===== src/rtl/jtpang_rom_nslot.sv =====
// Read-only SDRAM bank client shared by up to four ROM slots.
// Round-robin arbitration, one 32-bit cached line per slot, one request in flight.
module jtpang_rom_nslot #(
  parameter int          SLOTS = 2,
  parameter int          AW    = 20,
  parameter int          DW0   = 8,
  parameter int          DW1   = 8,
  parameter int          DW2   = 8,
  parameter int          DW3   = 8,
  parameter logic [21:0] OFF0  = 22'h0,
  parameter logic [21:0] OFF1  = 22'h0,
  parameter logic [21:0] OFF2  = 22'h0,
  parameter logic [21:0] OFF3  = 22'h0
) (
  input  logic                  clk,
  input  logic                  rst_n,
  input  logic                  flush,
  input  logic [SLOTS-1:0]      slot_cs,
  input  logic [SLOTS*AW-1:0]   slot_addr,
  output logic [SLOTS-1:0]      slot_ok,
  output logic [SLOTS*32-1:0]   slot_dout,
  output logic [21:0]           sdram_addr,
  output logic                  sdram_req,
  input  logic                  sdram_ack,
  input  logic                  data_dst,
  input  logic                  data_rdy,
  input  logic [15:0]           data_read,
  output logic [1:0]            dbg_state
);

  typedef enum logic [1:0] {
    IDLE      = 2'd0,
    WAIT_ACK  = 2'd1,
    WAIT_DATA = 2'd2
  } state_t;

  function automatic int dw_of(input int n);
    case (n)
      0:       return DW0;
      1:       return DW1;
      2:       return DW2;
      default: return DW3;
    endcase
  endfunction

  function automatic logic [21:0] off_of(input int n);
    case (n)
      0:       return OFF0;
      1:       return OFF1;
      2:       return OFF2;
      default: return OFF3;
    endcase
  endfunction

  function automatic logic [21:0] map_addr(input int dw, input logic [21:0] off,
                                           input logic [AW-1:0] a);
    logic [AW:0] ax;
    ax = {1'b0, a};
    if (dw == 8)       ax = ax >> 1;
    else if (dw == 32) ax = ax << 1;
    return off + 22'(ax);
  endfunction

  function automatic logic [31:0] extract(input int dw, input logic [31:0] line,
                                          input logic lane);
    if (dw == 8)  return lane ? {24'h0, line[15:8]} : {24'h0, line[7:0]};
    if (dw == 16) return {16'h0, line[15:0]};
    return line;
  endfunction

  // Returns {found, index}; search starts at ptr and wraps within SLOTS.
  function automatic logic [2:0] rr_pick(input logic [3:0] req, input logic [1:0] ptr);
    logic [2:0] res;
    int         j;
    res = 3'b000;
    for (int k = SLOTS - 1; k >= 0; k--) begin
      j = (int'(ptr) + k) % SLOTS;
      if (req[2'(j)]) res = {1'b1, 2'(j)};
    end
    return res;
  endfunction

  localparam logic [3:0] IS32 = {dw_of(3) == 32, dw_of(2) == 32, dw_of(1) == 32, dw_of(0) == 32};

  state_t      state_q, state_d;
  logic        req_q, req_d;
  logic [21:0] addr_q, addr_d;
  logic [1:0]  win_q, win_d;
  logic [1:0]  ptr_q, ptr_d;
  logic [15:0] lo_q;

  logic [3:0]  miss_w;
  logic [21:0] map_w [4];
  logic [2:0]  pick_w;
  logic        fill_now_w;
  logic [31:0] fill_line_w;

  assign pick_w      = rr_pick(miss_w, ptr_q);
  assign fill_now_w  = (state_q == WAIT_DATA) && data_rdy;
  assign fill_line_w = IS32[win_q] ? {data_read, lo_q} : {16'h0, data_read};

  always_ff @(posedge clk) begin
    if (!rst_n) begin
      state_q <= IDLE;
      req_q   <= 1'b0;
      addr_q  <= 22'h0;
      win_q   <= 2'd0;
      ptr_q   <= 2'd0;
      lo_q    <= 16'h0;
    end else begin
      state_q <= state_d;
      req_q   <= req_d;
      addr_q  <= addr_d;
      win_q   <= win_d;
      ptr_q   <= ptr_d;
      if (state_q == WAIT_DATA && data_dst) lo_q <= data_read;
    end
  end

  always_comb begin
    state_d = state_q;
    req_d   = req_q;
    addr_d  = addr_q;
    win_d   = win_q;
    ptr_d   = ptr_q;
    case (state_q)
      IDLE: begin
        if (pick_w[2]) begin
          win_d   = pick_w[1:0];
          addr_d  = map_w[pick_w[1:0]];
          req_d   = 1'b1;
          ptr_d   = (pick_w[1:0] == 2'(SLOTS - 1)) ? 2'd0 : pick_w[1:0] + 2'd1;
          state_d = WAIT_ACK;
        end
      end
      WAIT_ACK: begin
        if (sdram_ack) begin
          req_d   = 1'b0;
          state_d = WAIT_DATA;
        end
      end
      WAIT_DATA: begin
        if (data_rdy) state_d = IDLE;
      end
      default: begin
        req_d   = 1'b0;
        state_d = IDLE;
      end
    endcase
  end

  assign sdram_req  = req_q;
  assign sdram_addr = addr_q;
  assign dbg_state  = state_q;

  for (genvar g = 0; g < 4; g++) begin : g_slot
    if (g < SLOTS) begin : g_on
      localparam int DWG = dw_of(g);
      logic [AW-1:0] addr_w;
      logic [21:0]   map_g;
      logic          cached_w, fill_w, fill_hit_w;
      logic [31:0]   line_q, dout_q;
      logic [21:0]   tag_q;
      logic          valid_q, ok_q;

      assign addr_w     = slot_addr[g*AW +: AW];
      assign map_g      = map_addr(DWG, off_of(g), addr_w);
      assign cached_w   = valid_q && (tag_q == map_g);
      assign fill_w     = fill_now_w && (win_q == 2'(g));
      assign fill_hit_w = fill_w && (addr_q == map_g);
      assign map_w[g]   = map_g;
      assign miss_w[g]  = slot_cs[g] && !cached_w;

      // A completing fill is forwarded straight to ok/dout so rdy->ok is one cycle.
      always_ff @(posedge clk) begin
        if (!rst_n) begin
          line_q  <= 32'h0;
          tag_q   <= 22'h0;
          valid_q <= 1'b0;
          ok_q    <= 1'b0;
          dout_q  <= 32'h0;
        end else begin
          if (fill_w) begin
            line_q <= fill_line_w;
            tag_q  <= addr_q;
          end
          if (flush)       valid_q <= 1'b0;
          else if (fill_w) valid_q <= 1'b1;
          ok_q <= slot_cs[g] && !flush && (cached_w || fill_hit_w);
          if (slot_cs[g] && !flush) begin
            if (fill_hit_w)    dout_q <= extract(DWG, fill_line_w, addr_w[0]);
            else if (cached_w) dout_q <= extract(DWG, line_q, addr_w[0]);
          end
        end
      end

      assign slot_ok[g]          = ok_q;
      assign slot_dout[g*32 +: 32] = dout_q;
    end else begin : g_off
      assign map_w[g]  = 22'h0;
      assign miss_w[g] = 1'b0;
    end
  end

endmodule


===== config.mk =====
export PLATFORM = sky130hd
export DESIGN_NAME = jtpang_rom_nslot
export DESIGN_NICKNAME = d
export VERILOG_FILES = /design/src/rtl/jtpang_rom_nslot.sv
export SDC_FILE = /design/constraint.sdc
export NUM_CORES = 1
export LEC_CHECK = 0
export CORE_MARGIN = 2
export CORE_UTILIZATION = 45
export CTS_CLUSTER_DIAMETER = 40
export DETAILED_ROUTE_END_ITERATION = 6
export GPL_ROUTABILITY_DRIVEN = 0
export PLACE_DENSITY = 0.72
export SLEW_MARGIN = 20
export SYNTH_ARGS = -nofsm -noshare
export SYNTH_HDL_FRONTEND = slang
export SYNTH_SLANG_ARGS = --single-unit

===== constraint.sdc =====
create_clock -name clk -period 6.4 [get_ports clk]
set_clock_uncertainty 0.1 [all_clocks]
set_input_delay 1.6 -clock clk [delete_from_list [all_inputs] [get_ports clk]]
set_output_delay 1.6 -clock clk [all_outputs]
set_load 0.01 [all_outputs]

==> results.yml, run 1 <==
sta:
  worstMarginPinSlew_ns: 0.7511
  drv_slew: 0
  max_freq_ghz: 0.2575
  tns_ns: 0
  period_share_pct: 60.67
  hold_viol: 0
  setup_viol: 0
  slew-limit-headroom_pct: 49.92
  grt_setup_unrepaired: "false"
  fin_crit_ns: 3.883
flow_run:
  cap_violations: 0
power:
  peakVddDrop_v: 0.0001725
  leakagePower_nw: 2.702
  power_density_nw_per_um2: 242.6
clock_network:
  hold_buffers: 0
  htree_levels: 4
  cts_buffer_depth: 2
  numClockSinks: 114
  cts_resized: 0
  cts_tree: "done"
  clk_latency_ns: 0.42
  cts_buffers: 17
  cts_setup_buffers: 0
  cts.clk_slew.worst_paths_ns: 0.05
  cts_root_buf: "clkbuf_16"
yosys:
  yosysMostFrequentCell: "nand2_1"
  avgSynthCellArea_um2: 8.379
  ys_seq_area_share_pct: 35.56
  yosys_most_used_dff: "dfxtp_1"
  synth_area_leader_cell: "dfxtp_1"
  synth_top_area_share_pct: 35.56
  synth-edff-count: 0
  synth_cells: 766
  synthTopCellsByArea: "dfxtp_1, nand2_1, xnor2_1, buf_4, a21oi_1"
  syn_area_um2: 6419
  synth_commonest_cells: "nand2_1, dfxtp_1, a21oi_1"
  async_flop_share_pct: 0
  synth-warning-count: 0
  yosysUniqueCellTypes: 45
  ys_seq_elements: 114
final_layout:
  final_area_um2: 7880
  fin_nets: 909
  drive_above_1_share_pct: 9.463
  fillers: 1255
  area_growth_pct: 22.77
  antenna_cells: 0
hold_path:
  hold_class: "flop to flop"
  hold_path_startpoint: "g_slot[1].g_on.line_q[0]$_SDFFE_PN0P_"
detailed_routing:
  ant_nets: 0
  vias: 5600
  route.detailed.drc: 0
  drt_pre_antenna_iters: 5
  viasPerCell: 5.405
  wire_per_inst_um: 16.98
  wirelength_mm: 17.59
  drt_iter0_drc: 550
floorplan:
  die_h_um: 123.4
  core-area_um2: 13880
  initial_core_util_pct: 46.24
  fp.dieW_um: 123.4
  pin_count: 155
  num_rows: 43
  die-area_um2: 15240
setup_path:
  cp-startpoint: "slot_addr[13]"
  critPathArrivalTime_ns: 4.10
  crit_fanout: 22
  path_class: "input pin to flop"
  required_ns: 6.61
  critPathLaunchType: "input pin"
  worstReg2RegStart: "sdram_addr[16]$_SDFFE_PN0P_"
  cp-end-kind: "flop"
  r2r_setup_slack_ns: 3.73
placed_design:
  portBuffers: 102
  dp_hpwl_mm: 12.81
  placed_area_um2: 7351
global_routing:
  grt_pass1_vias: 5114
  grt_max_degree: 77
  grt-ovfl-total: 0
  track_usage_pct: 23.95
  antenna_found_initial: 0
  grt_pass1_wl_mm: 27.88
outcome:
  outcome: "finished, final reports clean"
==> report_power, final <==
group	internal (mW)	leakage, nW	total (mW)	switching [mW]
Sequential	0.730	0.923	0.772	0.0416
Clock	0.545	0.260	0.857	0.312
Combinational	0.128	1.52	0.284	0.156
==> registers in the layout, indices dropped and copies added (netlist names) <==
signal,cells
g_slot.g_on.tag_q,38
g_slot.g_on.line_q,32
sdram_addr,19
g_slot.g_on.dout_q,16
dbg_state,2
g_slot.g_on.ok_q,2
g_slot.g_on.valid_q,2
ptr_q,1
sdram_req,1
win_q,1
==> kinds of logic (layout without fill, tap and decap cells) <==
kind of cell    after synthesis  after routing  share of synthesized area (%)
other cells                   1             51                        0.05842
flops                       114            114                          35.56
buf+inv                     103            143                          9.357
compound gates              124            124                          13.14
simple gates                332            332                          25.91
mux                          16             16                          5.614
xor+xnor                     76             76                          10.37
==> worst paths after layout <==
path / cells after the start / end
min: 2 / g_slot[1].g_on.line_q[0]$_SDFFE_PN0P_
max: 7 / sdram_req$_SDFFE_PN0P_
max reg2reg: 6 / g_slot[1].g_on.dout_q[4]$_SDFFE_PN0P_
min reg2reg: 2 / g_slot[1].g_on.line_q[0]$_SDFFE_PN0P_
==> placed cells by master, fill, tap and decap left out, drive strengths merged, types with 5 or more instances in the layout <==
cell type and count:
buf 10, clkbuf 24, xnor2 47, o2bb2ai 16
xor2 29, nand2 181, or3 23, mux4 16
clkdlybuf4s50 101, a21oi 76, nor4 14, nand3 43
dfxtp 114, or3b 19, nor2 12, o211ai 19
a211oi 5, nand4b 5, conb 51, nand4 20
==> layer usage <==
layer | track usage [%] | wire length [um] | vias to the layer above
met5 | 0 | 0 | -
met4 | 7.670 | 233 | 0
met3 | 4.889 | 1339 | 18
met2 | 35.44 | 7980 | 249
met1 | 34.79 | 8038 | 2609
li1 | - | - | 2724
==> area by class of cell <==
type / count / area (um^2) / share of cell area (%)
Clock buffer: 24 / 471.7 / 5.986
Clock inverter: 6 / 57.56 / 0.7304
Inverter: 2 / 7.507 / 0.09527
Multi-Input combinational cell: 599 / 3752 / 47.62
Sequential cell: 114 / 2282 / 28.96
Tap cell: 180 / 225.2 / 2.858
Timing Repair Buffer: 111 / 1084 / 13.75
==> critical path: stages <==
cell and delay [ns]:
clkdlybuf4s50_1 0.50, xnor2_1 0.24, nand4_1 0.14, nor4b_2 0.47
a21o_1 0.57, a21oi_4 0.31, o21a_1 0.25
==> metrics by stage <==
stage          utilization, %  total power, mW  hold WS, ns  setup WS [ns]  std cells
6_report                56.77            1.912       0.3495          2.517       1036
5_1_grt                 56.77            1.982       0.3699          2.313       1036
4_1_cts                 56.77            1.917       0.3515          2.532       1036
3_5_place_dp            52.96            1.065       0.3444          2.098       1006
3_3_place_gp            52.90            1.062       0.3393          1.873       1006
2_1_floorplan               -           0.9555       0.3331          3.085        816
Power figures use the tool's default switching activity.
==> run 2, diff against run 1 <==
==> constraint.sdc (replaced) <==
create_clock -name clk -period 3.9 [get_ports clk]
set_clock_uncertainty 0.1 [all_clocks]
set_input_delay 0.975 -clock clk [delete_from_list [all_inputs] [get_ports clk]]
set_output_delay 0.975 -clock clk [all_outputs]
set_load 0.01 [all_outputs]
==> run 2 against run 1 <==
Register-to-register slack lost 2.3 ns. Non-clock buffer count grew 5. Power grew 72%. Largest cell class unchanged. Worst hold slack gained 0.0027 ns. Sequential power grew 65%. Critical path type unchanged.
==> results.yml, run 2 (synthesized netlist as in run 1, its figures left out) <==
outcome:
  outcome: "finished, final reports clean"
sta:
  period_share_pct: 79.08
  drv_slew: 0
  grt_setup_unrepaired: "false"
  slew-limit-headroom_pct: 49.61
  fin_crit_ns: 3.084
  max_freq_ghz: 0.3242
  tns_ns: 0
  setup_viol: 0
  worstMarginPinSlew_ns: 0.7558
  hold_viol: 0
final_layout:
  final_area_um2: 7979
  final_common_cell: "nand2_1"
  register_area_um2: 2282
  regMostFlops: "g_slot.g_on.tag_q"
  fillers: 1268
  multi_input_area_um2: 3752
  drive_above_1_share_pct: 10.66
  area_growth_pct: 24.31
  largest_register_ffs: 38
  antenna_cells: 0
  fin_nets: 914
  layout_common_cells: "nand2_1, dfxtp_1, clkdlybuf4s50_1"
clock_network:
  cts_setup_buffers: 0
  cts_tree: "done"
  hold_buffers: 0
  cts_buffers: 17
  cts_resized: 0
  cts_buffer_depth: 2
  htree_levels: 4
  clk_latency_ns: 0.42
  cts.clk_slew.worst_paths_ns: 0.05
  cts_root_buf: "clkbuf_16"
  numClockSinks: 114
power:
  peakVddDrop_v: 0.0002577
  power_density_nw_per_um2: 411.5
  leakagePower_nw: 2.762
global_routing:
  grt-ovfl-total: 0
  grt_pass1_vias: 5168
  track_usage_pct: 24.04
  antenna_found_initial: 0
  grt_pass1_wl_mm: 27.87
  grt_max_degree: 77
detailed_routing:
  ant_nets: 0
  vias: 5643
  drt_iter0_drc: 692
  drt_pre_antenna_iters: 5
  viasPerCell: 5.410
  route.detailed.drc: 0
  wire_per_inst_um: 17.05
  wirelength_mm: 17.78
setup_path:
  crit_chain: "clkdlybuf4s50_1 -> xor2_1 -> nor4b_2 -> nand3_2 -> o311ai_4 -> or3b_1 -> o211ai_1"
  critPathLaunchType: "input pin"
  worstReg2RegStart: "dbg_state[1]$_SDFFE_PN0P_"
  r2r-end: "g_slot[0].g_on.dout_q[3]$_SDFFE_PN0P_"
  ff2ff_path_depth: 6
  cpPeakStageDelay_ns: 0.61
  path_class: "input pin to flop"
  r2r_setup_slack_ns: 1.47
  critPathArrivalTime_ns: 3.32
  required_ns: 4.14
  crit_fanout: 19
  crit_path_top_delay_cell: "o311ai_4"
  cp-end-kind: "flop"
placed_design:
  dp_hpwl_mm: 13.05
  placed_area_um2: 7381
  portBuffers: 102
floorplan:
  die-area_um2: 15240
  num_rows: 43
  initial_core_util_pct: 46.24
  pin_count: 155
  fp.dieW_um: 123.4
  die_h_um: 123.4
  core-area_um2: 13880
flow_run:
  cap_violations: 0
hold_path:
  min_path_cells: 2
  holdPathEnd: "g_slot[1].g_on.line_q[8]$_SDFFE_PN0P_"
  hold_class: "flop to flop"
  hold_path_startpoint: "g_slot[1].g_on.line_q[8]$_SDFFE_PN0P_"
==> run 2: changes by cell type in the layout (fill, tap and decap cells not counted) <==
| cell | delta |
|---|---|
| clkinv_4 | +1 |
| clkinv_2 | +2 |
| clkbuf_8 | +2 |
| buf_4 | +5 |
| bufinv_16 | +1 |
| clkbuf_1 | -4 |
==> run 2: critical path: cells and delay by family <==
family                 cells  cell delay (ns)
AO/OA/AOI/OAI              2             0.71
XOR/XNOR                   1             0.21
buffers and inverters      1             0.51
AND/OR/NAND/NOR            3             0.91
==> run 2: area by class of cell <==
cell class                 count  share of cell area [%]
multi-input combinational    599                   47.03
tap                          180                   2.823
clock inverter                10                   1.333
clock buffer                  22                   6.069
sequential                   114                   28.60
timing repair buffer         116                   14.05
inverter                       2                 0.09409
==> run 2: worst max-delay path by stage <==
stage                             start                          end  depth (start not counted)
after global placement    slot_addr[18]   sdram_addr[0]$_SDFFE_PN0P_                          7
after CTS                 slot_addr[18]   sdram_addr[0]$_SDFFE_PN0P_                          7
after global routing      slot_addr[25]   sdram_addr[8]$_SDFFE_PN0P_                          7
after detailed placement   slot_addr[5]   sdram_addr[8]$_SDFFE_PN0P_                          7
final                     slot_addr[25]   sdram_addr[8]$_SDFFE_PN0P_                          7
after floorplan           slot_addr[26]  sdram_addr[10]$_SDFFE_PN0P_                          7
==> run 2: routing by layer <==
metal	global-route usage [%]	part of all wire [%]	up-vias
met4	7.813	1.2	0
met5	0	0	-
met2	36.13	46	238
li1	-	-	2737
met3	4.059	7.2	15
met1	34.98	46	2653
==> run 2: stage by stage <==
stage,setup slack [ns],hold WS (ns),cells,power [mW],utilization (%)
2_1_floorplan,1.210,0.3331,816,1.568,-
3_3_place_gp,0.2607,0.3391,1011,1.744,53.17
3_5_place_dp,0.2386,0.3482,1011,1.747,53.17
4_1_cts,0.6483,0.3554,1043,3.283,57.43
5_1_grt,0.6328,0.3696,1043,3.393,57.48
6_report,0.8158,0.3523,1043,3.283,57.48
==> run 2: report_power, final <==
part	internal, mW	total [mW]	switching (mW)
Sequential	1.20	1.27	0.0692
Combinational	0.211	0.469	0.258
Clock	1.00	1.55	0.547
==> run 3, diff against run 2 <==
==> constraint.sdc (replaced) <==
create_clock -name clk -period 3.1 [get_ports clk]
set_clock_uncertainty 0.1 [all_clocks]
set_input_delay 0.775 -clock clk [delete_from_list [all_inputs] [get_ports clk]]
set_output_delay 0.775 -clock clk [all_outputs]
set_load 0.01 [all_outputs]
==> run 3 against run 2 <==
Sequential share of layout area shrank 0.81 points. Die area unchanged. Cell count increased by 2.1%. Clock power increased by 33%. Clock-buffer cell count down 4. Worst hold slack about the same. Sequential power up 25%. Power grew 30%. Largest cell class unchanged. Largest power group unchanged.
==> results.yml, run 3 (synthesized netlist as in run 1, its figures left out) <==
flow_run:
  cap_violations: 0
clock_network:
  cts_buffer_depth: 2
  cts_root_buf: "clkbuf_16"
  cts.clk_slew.worst_paths_ns: 0.05
  cts_tree: "done"
  cts_setup_buffers: 0
  clk_latency_ns: 0.42
  cts_buffers: 17
  numClockSinks: 114
  htree_levels: 4
  cts_resized: 0
  hold_buffers: 0
detailed_routing:
  drt_pre_antenna_iters: 5
  vias: 5775
  viasPerCell: 5.423
  ant_nets: 0
  wirelength_mm: 18.37
  drt_iter0_drc: 574
  route.detailed.drc: 0
  wire_per_inst_um: 17.25
floorplan:
  num_rows: 43
  fp.dieW_um: 123.4
  pin_count: 155
  initial_core_util_pct: 46.24
  die_h_um: 123.4
  core-area_um2: 13880
  die-area_um2: 15240
setup_path:
  cp-startpoint: "slot_addr[30]"
  path_class: "input pin to flop"
  crit_chain: "clkdlybuf4s50_1 -> xnor2_1 -> nand4_1 -> nor4_1 -> buf_4 -> nand4_1 -> buf_4 -> mux4_2 -> o2bb2ai_1"
  required_ns: 3.30
  critPathLaunchType: "input pin"
  crit_path_top_delay_cell: "clkdlybuf4s50_1"
  critPathArrivalTime_ns: 3.04
  crit_buf_inv: 3
  cp-end-kind: "flop"
  cpPeakStageDelay_ns: 0.51
  worstReg2RegStart: "sdram_addr[5]$_SDFFE_PN0P_"
  cp_top_family: "buffers and inverters"
  crit_fanout: 8
power:
  peakVddDrop_v: 0.0002860
  power_density_nw_per_um2: 520.6
  p_sw_share_pct: 26.67
  p_comb_share_pct: 14.5
  leakagePower_nw: 2.891
  total_power_mw: 4.275
  seq_power_share_pct: 37.2
  p_switching_mw: 1.140
  clkPwrFrac_pct: 48.2
  power.internal_mw: 3.135
final_layout:
  largest_register_ffs: 38
  regMostFlops: "g_slot.g_on.tag_q"
  final_common_cell: "nand2_1"
  fillers: 1226
  antenna_cells: 0
  area_growth_pct: 27.93
  fin_nets: 936
  drive_above_1_share_pct: 12.88
  layout_common_cells: "nand2_1, dfxtp_1, clkdlybuf4s50_1"
global_routing:
  grt_max_degree: 39
  grt_pass1_wl_mm: 28.39
  grt_pass1_vias: 5258
  grt-ovfl-total: 0
  track_usage_pct: 24.42
  antenna_found_initial: 0
hold_path:
  hold_class: "flop to flop"
  hold_path_startpoint: "g_slot[0].g_on.line_q[7]$_SDFFE_PN0P_"
sta:
  hold_viol: 0
  setup_viol: 0
  grt_setup_unrepaired: "false"
  period_share_pct: 91.58
  fin_crit_ns: 2.839
  tns_ns: 0
  slew-limit-headroom_pct: 61.71
  worstMarginPinSlew_ns: 0.5725
  max_freq_ghz: 0.3522
  drv_slew: 0
placed_design:
  portBuffers: 102
  dp_hpwl_mm: 13.37
outcome:
  outcome: "finished, final reports clean"
[run 3: cell count changes in the layout (fill, tap and decap cells not counted), moves of 2 or more]
cell       delta
inv_6         +2
buf_4        +18
clkbuf_8      -4
buf_12        +4
bufinv_16     +2
[run 3: metrics by stage]
stage          hold WS (ns)  std cells  utilization (%)  area (um^2)  setup slack, ns
3_3_place_gp         0.3386       1033            54.72         7596         -0.05658
5_1_grt              0.3747       1065            59.16         8212           0.2326
6_report             0.3524       1065            59.16         8212           0.2609
4_1_cts              0.3533       1065            59.16         8212           0.3368
2_1_floorplan        0.3331        816                -         6606           0.6097
3_5_place_dp         0.3458       1033            54.72         7596         -0.06352
[run 3: worst paths after layout]
check / slack, ns / cells past startpoint / end
setup / recovery: 0.26 / 9 / g_slot[1].g_on.dout_q[7]$_SDFFE_PN0P_
hold / removal: 0.35 / 2 / g_slot[0].g_on.line_q[7]$_SDFFE_PN0P_
setup reg to reg: 0.67 / 8 / g_slot[1].g_on.dout_q[7]$_SDFFE_PN0P_
hold reg to reg: 0.35 / 2 / g_slot[0].g_on.line_q[7]$_SDFFE_PN0P_
[run 3: area by class of cell]
cell class	instances	area, um^2	area share [%]
Multi-Input combinational cell	599	3745	45.60
Sequential cell	114	2282	27.79
Timing Repair Buffer	138	1336	16.27
Clock buffer	18	429.2	5.226
Tap cell	180	225.2	2.743
Clock inverter	14	186.4	2.270
Inverter	2	7.507	0.09142
[run 3: power groups by stage]
stage / logic, mW / registers, mW / clock network (mW)
6_report: 0.622 / 1.59 / 2.06
5_1_grt: 0.670 / 1.59 / 2.16
4_1_cts: 0.617 / 1.59 / 2.08
3_5_place_dp: 0.611 / 1.62 / 0
3_3_place_gp: 0.607 / 1.62 / 0
2_1_floorplan: 0.375 / 1.60 / 0
[run 3: worst min-delay path: stages (launching register included)]
cell and delay [ns]:
dfxtp_1 0.30, nand2_1 0.05, a21oi_1 0.05
[run 3: layer usage]
| metal | vias up | routed length (um) | part of all wire [%] | global-route usage (%) |
|---|---|---|---|---|
| li1 | 2786 | - | - | - |
| met1 | 2698 | 8334 | 45 | 35.60 |
| met2 | 263 | 8277 | 45 | 36.44 |
| met3 | 28 | 1438 | 7.8 | 4.659 |
| met4 | 0 | 316 | 1.7 | 7.528 |
| met5 | - | 0 | 0 | 0 |
